File: src/rtl/spi_txn_arbiter.sv
// rtl/spi_txn_arbiter.sv - round-robin arbiter feeding single SPI master from two LCD requesters
//
// Purpose
//    Accepts transfer requests from two requesters (0: LCD command path,
//    1: LCD pixel path), picks one round-robin, captures its word and
//    data/command flag, launches the SPI master with a one-cycle start
//    pulse and waits for completion or a timeout before accepting the
//    next request.
//
// Parameters
//    DATA_W   width of one SPI transfer word
//    TIMEOUT  maximum WAIT cycles before a transfer is aborted (1..65535)
//
// Ports
//    clk          system clock, rising edge
//    rst          asynchronous active-high reset
//    req0/req1    transfer request, held until granted
//    data0/data1  word offered by each requester
//    dc0/dc1      data/command flag offered by each requester
//    grant0/1     one-cycle pulse: the offered word has been captured
//    spi_start    one-cycle pulse launching the SPI master
//    spi_data     captured word, stable until the next grant
//    spi_dc       captured data/command flag, stable until the next grant
//    spi_done     single-cycle completion pulse from the SPI master
//    busy         high while a transfer is outstanding
//    timeout_err  one-cycle pulse when a transfer is aborted

module spi_txn_arbiter #(
   parameter int DATA_W  = 8,
   parameter int TIMEOUT = 255
) (
   input  logic              clk,
   input  logic              rst,
   input  logic              req0,
   input  logic              req1,
   input  logic [DATA_W-1:0] data0,
   input  logic [DATA_W-1:0] data1,
   input  logic              dc0,
   input  logic              dc1,
   output logic              grant0,
   output logic              grant1,
   output logic              spi_start,
   output logic [DATA_W-1:0] spi_data,
   output logic              spi_dc,
   input  logic              spi_done,
   output logic              busy,
   output logic              timeout_err
);

   // Counter only ever counts up to TIMEOUT, so this width never wraps.
   localparam int CNT_W = $clog2(TIMEOUT + 1);
   localparam logic [CNT_W-1:0] CNT_LIMIT = CNT_W'(TIMEOUT);

   typedef enum logic {
      ST_IDLE = 1'b0,
      ST_WAIT = 1'b1
   } state_t;

   state_t            state_q, state_d;
   logic [CNT_W-1:0]  cnt_q, cnt_d;
   logic [CNT_W-1:0]  cnt_inc;
   logic              last_q, last_d;     // requester served most recently
   logic              grant0_d, grant1_d;
   logic              start_d;
   logic              busy_d;
   logic              terr_d;
   logic [DATA_W-1:0] data_d;
   logic              dc_d;
   logic              pick1;

   // Requester 1 wins when it is alone, or on a tie when requester 0 was
   // served last.
   assign pick1   = req1 && (!req0 || !last_q);
   assign cnt_inc = cnt_q + CNT_W'(1);

   always_comb begin
      state_d  = state_q;
      cnt_d    = cnt_q;
      last_d   = last_q;
      grant0_d = 1'b0;
      grant1_d = 1'b0;
      start_d  = 1'b0;
      busy_d   = busy;
      terr_d   = 1'b0;
      data_d   = spi_data;
      dc_d     = spi_dc;

      unique case (state_q)
         ST_IDLE: begin
            busy_d = 1'b0;
            if (req0 || req1) begin
               state_d = ST_WAIT;
               cnt_d   = '0;
               busy_d  = 1'b1;
               start_d = 1'b1;
               last_d  = pick1;
               if (pick1) begin
                  grant1_d = 1'b1;
                  data_d   = data1;
                  dc_d     = dc1;
               end else begin
                  grant0_d = 1'b1;
                  data_d   = data0;
                  dc_d     = dc0;
               end
            end
         end

         ST_WAIT: begin
            // Completion is checked first so that a done on the same edge
            // as the timeout wins and no error is flagged.
            if (spi_done) begin
               state_d = ST_IDLE;
               busy_d  = 1'b0;
            end else if (cnt_inc == CNT_LIMIT) begin
               state_d = ST_IDLE;
               busy_d  = 1'b0;
               terr_d  = 1'b1;
               cnt_d   = cnt_inc;
            end else begin
               cnt_d   = cnt_inc;
            end
         end

         default: begin
            state_d = ST_IDLE;
            busy_d  = 1'b0;
         end
      endcase
   end

   always_ff @(posedge clk or posedge rst) begin
      if (rst) begin
         state_q     <= ST_IDLE;
         cnt_q       <= '0;
         last_q      <= 1'b1;   // requester 0 wins the first tie
         grant0      <= 1'b0;
         grant1      <= 1'b0;
         spi_start   <= 1'b0;
         busy        <= 1'b0;
         timeout_err <= 1'b0;
         spi_data    <= '0;
         spi_dc      <= 1'b0;
      end else begin
         state_q     <= state_d;
         cnt_q       <= cnt_d;
         last_q      <= last_d;
         grant0      <= grant0_d;
         grant1      <= grant1_d;
         spi_start   <= start_d;
         busy        <= busy_d;
         timeout_err <= terr_d;
         spi_data    <= data_d;
         spi_dc      <= dc_d;
      end
   end

endmodule

File: config.mk
export PLATFORM = sky130hd
export DESIGN_NAME = spi_txn_arbiter
export DESIGN_NICKNAME = d
export VERILOG_FILES = /design/src/rtl/spi_txn_arbiter.sv
export SDC_FILE = /design/constraint.sdc
export NUM_CORES = 1
export LEC_CHECK = 0
export CAP_MARGIN = 20
export CELL_PAD_IN_SITES_DETAIL_PLACEMENT = 1
export CELL_PAD_IN_SITES_GLOBAL_PLACEMENT = 1
export CORE_MARGIN = 3
export CORE_UTILIZATION = 33
export CTS_BUF_LIST = sky130_fd_sc_hd__clkbuf_16
export DETAILED_ROUTE_END_ITERATION = 16
export PLACE_DENSITY_LB_ADDON = 0.1
export SETUP_SLACK_MARGIN = 0.2
export SYNTH_ARGS = -nofsm -noshare
export SYNTH_HDL_FRONTEND = slang
export SYNTH_SLANG_ARGS = --single-unit
File: constraint.sdc
create_clock -name clk -period 2 [get_ports clk]
set_clock_uncertainty 0.2 [all_clocks]
set_input_delay 0.4 -clock clk [delete_from_list [all_inputs] [get_ports clk]]
set_output_delay 0.4 -clock clk [all_outputs]
set_load 0.1 [all_outputs]
Yosys cells after proc, flatten, opt, wreduce, memory -nomap -nowiden
Index checks and enable logic that the tools add are counted.
Widths: inputs -> output; s select.
{ "word_totals": {"reg_bits": 24, "word_cells": 45} }
{ "op_classes": {"add_sub_neg": 1, "eq_ne": 4, "n_mux": 22, "bitwise": 1, "reduce_logical": 7} }
{ "ops": {"columns": ["operator", "count"], "rows": [
  ["$mux 8", 3],
  ["$mux 1", 16],
  ["$pmux 8 s2", 1],
  ["$add 8x1->8 const B", 1],
  ["$eq 8x8->1 const B", 1],
  ["$ne 2x2->1 const B", 2],
  ["$pmux 1 s2", 2],
  ["$reduce_and 2->1", 2],
  ["$ne 3x2->1 const B", 1],
  ["$logic_not 1->1", 2],
  ["$logic_or 1x1->1", 2],
  ["$logic_and 1x1->1", 1],
  ["$not 1->1", 1]
]} }

Depth between registers and ports, before layout
Gate-level depths: netlist of the first run.
{ "depth": {"depth_word": 6, "depth_mapped": 6} }

Worst setup path before layout of the first run
No wires, ideal clock.
{ "synth_path": {"path_kind": "flip-flop to flip-flop", "startpoint": "register cnt_q[0]", "endpoint": "register busy", "arrival_time_ns": 1.418, "required_ns": 1.659, "path_slack_ns": 0.240, "path_stages_with_launch": 6, "path_buffers": 0, "period_less_slack_ns": 1.760, "cell_sequence": "dfrtp_1 ha_1 and3_1 nand4_1 a222oi_1 o21ai_0"} }
{ "synth_between": {"elab_chain_len": 3} }
{ "synth_lines": {"columns": ["item", "line_no", "rtl"], "rows": [
  ["from (decl)", "60", "logic [CNT_W-1:0] cnt_q, cnt_d;"],
  ["from (signal assigned)", "146", "cnt_q <= cnt_d;"],
  ["$add 8x1->8", "74", "assign cnt_inc = cnt_q + CNT_W'(1);"],
  ["$eq 8x8->1", "115", "end else if (cnt_inc == CNT_LIMIT) begin"],
  ["$ne 3x2->1 (no source line)", null, null],
  ["to (signal assigned)", "151", "busy <= busy_d;"],
  ["to (decl)", "46", "output logic busy,"]
]} }
No other way between the ends.
A chain may end at the register's enable or synchronous reset.

Final worst setup path of the first run
{ "layout_path": {"startpoint": "register cnt_q[1]", "endpoint": "register busy"} }
The elaborated chain is that of the path after synthesis.

==> flow_summary.ini, run 1 <==
[placement]
port_buffers = 36
place_ws_ns = -0.0970
hpwl_um = 2620
routabilityCongestion = 0.772
numPlacedInstances = 201
dpl_cell_area_um2 = 1770

[finish]
antenna-diode-count = 0
syn_to_final_growth_pct = 70.8
drive_gt1_share_pct = 29.3
regArea_um2 = 607
nets = 193
multiInputGateArea_um2 = 531
finalInstanceArea_um2 = 1930
instances_no_fill = 211
fillers = 353

[setup_path]
crit_arrival_ns = 1.80
start_kind = register
crit_required_ns = 1.94
rr_worst_depth = 7
critPathMaxFanout = 5
crit_type = reg -> reg
crit_path_end_kind = register

[yosys]
synth_flop_cell = dfrtp_1
ys_seq_elements = 24
synth.most_common_cell = dfrtp_1
synth_edf_count = 0
yosysTopAreaCellShare_pct = 50.8
synth_common_cells = dfrtp_1 (23), o21ai_0 (18), nand2_1 (12)
synth_area_um2 = 1130
synth_top_area_cell = dfrtp_1
synth_nets = 137
synth.avg_cell_area_um2 = 10.1
synth_cell_types = 30
async_flop_share_pct = 100
synth_area_leaders = dfrtp_1 (51%), o21ai_0 (8.0%), mux2i_1 (5.3%), nand2_1 (4.0%), a222oi_1 (3.5%)
seq_area_frac_synth_pct = 53.1
syn-instance-count = 112
synth_warnings = 0

[routing]
totalWireLength_um = 3680
drt_iter0_markers = 76
drc = 0
met2_length_um = 2070
wl_met3_um = 126
wl_per_cell_um = 17.4
viasPerCell = 5.19
via_count = 1096
dr.pass1.iters = 4
top_layer_used = met4
wirelength_met1_um = 1430
postRouteAntennaNets = 0

[sta]
hold_viol = 0
fin_ws_ns = 0.143
finalSetupViolations = 0
max_freq_mhz = 539
slew_headroom_pct = 78.8
rsz0062_at_grt = yes
slew_violations = 0
worstMarginPinSlew_ns = 0.318
period_minus_slack_ns = 1.86
hold_slack_ns = 0.309
fin_crit_sh_pct = 92.8

[floorplanning]
num_io_pins = 37
die_height_um = 64.6
coreArea_um2 = 3150
core.rowCount = 20
initial_utilization_pct = 35.9
die_w_um = 64.6
die_area_um2 = 4170

[grt]
grt_pass1_vias = 1216
grt_max_degree = 25
grt_overflow = 0
grt_use_total_pct = 17.7
antenna_found_initial = 0
grt_first_pass_wirelength_um = 5720

[outcome]
status = finished, final reports clean

[cts]
worstSkewPairLatency_ns = 0.26
cts_hold_buf = 0
clockBufferDepth = 2
cts-htree-levels = 1
clock-sinks = 24
path_clk_slew_ns = 0.06
cts_tree = yes
cts_buffers = 3
cts-root-buf = clkbuf_16

[power_and_ir_drop]
power.switching_mw = 1.24
pwr-share-comb_pct = 55.3
leakage_nw = 0.856
power.density_nw_per_um2 = 1390
clockPowerShare_pct = 15.9
p_sw_share_pct = 46.2
pwr-share-seq_pct = 28.8
p_int_mw = 1.45
ir_worst_vdd_mv = 0.834

[run]
cap_violations = 0

[worst_hold_path]
hp-class = in -> async
-- cell families (layout without fill, tap and decap cells) --
kind of cell	count (synthesis)	count (layout)	share of synthesized area, %
buf+inv	10	65	3.42
mux	6	6	5.30
simple gates	38	38	17.5
compound gates	30	30	16.9
xor+xnor	2	2	1.55
fa+ha+maj	2	2	2.21
flops	24	24	53.1
-- sequential cells by signal, indices dropped and copies added (netlist names) --
register	cells
spi_start	1
cnt_q	8
busy	1
spi_dc	1
grant1	1
state_q	1
grant0	1
last_q	1
spi_data	8
timeout_err	1
-- critical path: stages (launching register included) --
cell and delay [ns]:
dfrtp_2 0.47, ha_4 0.19, buf_4 0.14, nor2b_1 0.13
o21ai_1 0.11, a222oi_1 0.25, buf_4 0.19, o21ai_1 0.06
-- worst paths after layout --
check / to / slack [ns] / start
worst max register to register: busy$_DFFE_PP0P_ / 0.14 / cnt_q[1]$_DFFE_PP0P_
min in group clk: last_q$_DFFE_PP1P_ / 0.32 / last_q$_DFFE_PP1P_
worst min-delay path: spi_data[0]$_DFFE_PP0P_ / 0.31 / rst
worst max-delay path: busy$_DFFE_PP0P_ / 0.14 / cnt_q[1]$_DFFE_PP0P_
worst min register to register: last_q$_DFFE_PP1P_ / 0.32 / last_q$_DFFE_PP1P_
max in group asynchronous: last_q$_DFFE_PP1P_ / 1.00 / rst
-- area by class of cell --
cell class / instances / share of cell area (%)
multi-input combinational: 78 / 27.4
clock buffer: 3 / 3.88
tap: 44 / 2.85
timing repair buffer: 55 / 33.1
inverter: 6 / 1.16
clock inverter: 1 / 0.194
sequential: 24 / 31.4
-- what timing repair did --
action                                  CTS  global route
pin swaps                                 2             4
hold endpoints to repair                  0             0
endpoints found under the setup margin    8             3
setup buffers                             1             5
resized for setup                        10             9
cloned                                    0             0
-- cells in the final DEF, fill, tap and decap left out, types with 3 or more instances in the layout --
| cell type | Yosys | routed |
|---|---|---|
| inv_1 | 6 | 5 |
| and2_1 | 3 | 3 |
| nand3_1 | 5 | 5 |
| dfrtp_1 | 23 | 19 |
| o21ai_0 | 18 | 15 |
| clkbuf_16 | 0 | 3 |
| nand2_1 | 12 | 11 |
| clkdlybuf4s50_1 | 0 | 20 |
| o21ai_1 | 0 | 3 |
| nor2b_1 | 4 | 3 |
| nor2_1 | 5 | 5 |
| a222oi_1 | 4 | 4 |
| buf_4 | 0 | 19 |
| buf_12 | 0 | 14 |
| mux2i_1 | 6 | 6 |
| dfrtp_2 | 0 | 4 |
-- power by group through the flow --
stage | Clock [mW] | Sequential (mW) | Combinational, mW
6_report | 0.427 | 0.775 | 1.49
5_1_grt | 0.461 | 0.796 | 1.55
4_1_cts | 0.441 | 0.765 | 1.45
3_5_place_dp | 0 | 0.767 | 1.44
3_3_place_gp | 0 | 0.762 | 1.41
2_1_floorplan | 0 | 1.36 | 0.209
-- metrics by stage --
step,TNS [ns],util [%],total power [mW]
after global placement,-0.0303,56.1,2.18
after detailed placement,-0.375,56.1,2.21
after global routing,0,61.3,2.81
final,0,61.3,2.69
after CTS,0,59.2,2.66
after floorplan,0,-,1.57
-- routing by layer --
metal  up-vias  track usage, %
met3         7            4.51
met2        29            34.5
met4         0            3.17
li1        505               -
met1       555            19.1
met5         -               0
(Power assumes the default switching activity.)
==> run 2: changes to the inputs <==
--- a/config.mk
+++ b/config.mk
@@ -8,7 +8,6 @@
 export CAP_MARGIN = 20
 export CELL_PAD_IN_SITES_DETAIL_PLACEMENT = 1
 export CELL_PAD_IN_SITES_GLOBAL_PLACEMENT = 1
-export CORE_MARGIN = 3
 export CORE_UTILIZATION = 33
 export CTS_BUF_LIST = sky130_fd_sc_hd__clkbuf_16
 export DETAILED_ROUTE_END_ITERATION = 16
==> run 2 against run 1 <==
  * Die area is 12% lower
  * Count of clock-buffer cells in the layout stayed put
  * Cell count is 0.95% lower
  * Final area is 0.13% lower
  * Register-to-register slack better by 0.06 ns
  * Combinational power hardly changed
  * Critical path type unchanged
==> flow_summary.ini, run 2 (synthesis gave the netlist of run 1 again) <==
[power_and_ir_drop]
total_power_mw = 2.69
leakage_nw = 0.867
ir_worst_vdd_mv = 1.01
power.density_nw_per_um2 = 1390

[setup_path]
reg2reg_from = cnt_q[0]$_DFFE_PP0P_
start_kind = register
critPathMaxFanout = 6
crit_path_end_kind = register
crit_required_ns = 1.99
crit_arrival_ns = 1.79
crit_path_start = cnt_q[0]$_DFFE_PP0P_
crit_type = reg -> reg

[sta]
max_freq_mhz = 557
rsz0062_at_grt = yes
slew_headroom_pct = 79.0
finalSetupViolations = 0
fin_crit_sh_pct = 89.7
period_minus_slack_ns = 1.79
slew_violations = 0
worstMarginPinSlew_ns = 0.315
hold_viol = 0

[floorplanning]
num_io_pins = 37
die_area_um2 = 3670
die_height_um = 60.6
coreArea_um2 = 3150
core.rowCount = 20
die_w_um = 60.6
initial_utilization_pct = 35.9

[finish]
final_cell_mix = dfrtp_1 (20), clkdlybuf4s50_1 (20), buf_4 (16)
antenna-diode-count = 0
reg_top3 = cnt_q (8), spi_data (8)
utilization_pct = 61.3
drive_gt1_share_pct = 27.9
nets = 191
fillers = 340
syn_to_final_growth_pct = 70.6

[worst_hold_path]
hp-start = last_q$_DFFE_PP1P_
hp-class = reg -> reg

[routing]
met2_length_um = 1930
wirelength_met1_um = 1430
drc = 0
top_layer_used = met4
via_count = 1049
totalWireLength_um = 3460
dr.pass1.iters = 4
wl_met3_um = 86
postRouteAntennaNets = 0
viasPerCell = 5.02
wl_per_cell_um = 16.5
drt_iter0_markers = 26

[grt]
grt_use_total_pct = 20.7
grt_pass1_vias = 1152
grt_first_pass_wirelength_um = 5580
grt_overflow = 0
antenna_found_initial = 0
grt_max_degree = 25

[placement]
hpwl_um = 2400
routabilityCongestion = 0.789
port_buffers = 36

[cts]
clock-sinks = 24
path_clk_slew_ns = 0.06
cts_buffers = 3
worstSkewPairLatency_ns = 0.25
cts-htree-levels = 1
cts_tree = yes
clockBufferDepth = 2
cts-root-buf = clkbuf_16

[outcome]
status = finished, final reports clean

[run]
cap_violations = 0
[run 2: changes by cell type in the layout (fill, tap and decap cells not counted), sizes merged]
cell / before / now
buf: 33 / 31
clkinv: 1 / 0
inv: 6 / 7
dlygate4sd2: 2 / 0
dlymetal6s2s: 0 / 2
[run 2: area by class of cell]
type / instances / area [um^2] / area share (%)
clock buffer: 3 / 75.1 / 3.89
tap: 44 / 55.1 / 2.85
inverter: 6 / 22.5 / 1.17
sequential: 24 / 606 / 31.3
timing repair buffer: 53 / 637 / 33.0
multi-input combinational: 78 / 533 / 27.6
clock inverter: 1 / 3.75 / 0.194
[run 2: timing repair]
item | in CTS | in global routing
gates cloned | 0 | 0
setup endpoints to repair | 12 | 14
hold buffers | 0 | 0
setup buffers | 4 | 2
pin swaps | 7 | 4
resized for setup | 12 | 7
[run 2: worst paths after layout]
| path | endpoint | slack (ns) | cells after the start |
|---|---|---|---|
| max | timeout_err$_DFF_PP0_ | 0.21 | 7 |
| min | last_q$_DFFE_PP1P_ | 0.32 | 1 |
| max reg2reg | timeout_err$_DFF_PP0_ | 0.21 | 7 |
| min reg2reg | last_q$_DFFE_PP1P_ | 0.32 | 1 |
| max in group asynchronous | last_q$_DFFE_PP1P_ | 0.97 | 3 |
| min in group asynchronous | spi_data[0]$_DFFE_PP0P_ | 0.34 | 3 |
[run 2: layer usage]
layer	vias to the layer above	global-route usage (%)
met4	0	2.92
met1	523	25.8
met2	21	37.8
met3	2	4.05
met5	-	0
li1	503	-
[run 2: worst max-delay path, cell delays in order, from the launching register on]
cell and delay (ns):
dfrtp_2 0.46, inv_2 0.10, ha_4 0.13, buf_4 0.09, nand4_1 0.11, a222oi_1 0.33
buf_4 0.19, and2_1 0.12
[run 2: per-stage QoR]
stage	cell area [um^2]	setup TNS [ns]	hold WS, ns	setup WS, ns	cells
after floorplan	1130	0	0.214	0.240	112
after global placement	1750	-0.107	0.309	-0.0462	199
after detailed placement	1750	-0.717	0.300	-0.0982	199
after CTS	1890	0	0.312	0.198	207
after global routing	1930	0	0.327	0.145	209
final	1930	0	0.317	0.206	209
[run 2: power by group]
group / switching [mW] / internal (mW)
Sequential: 0.158 / 0.619
Clock: 0.161 / 0.267
Combinational: 0.924 / 0.566
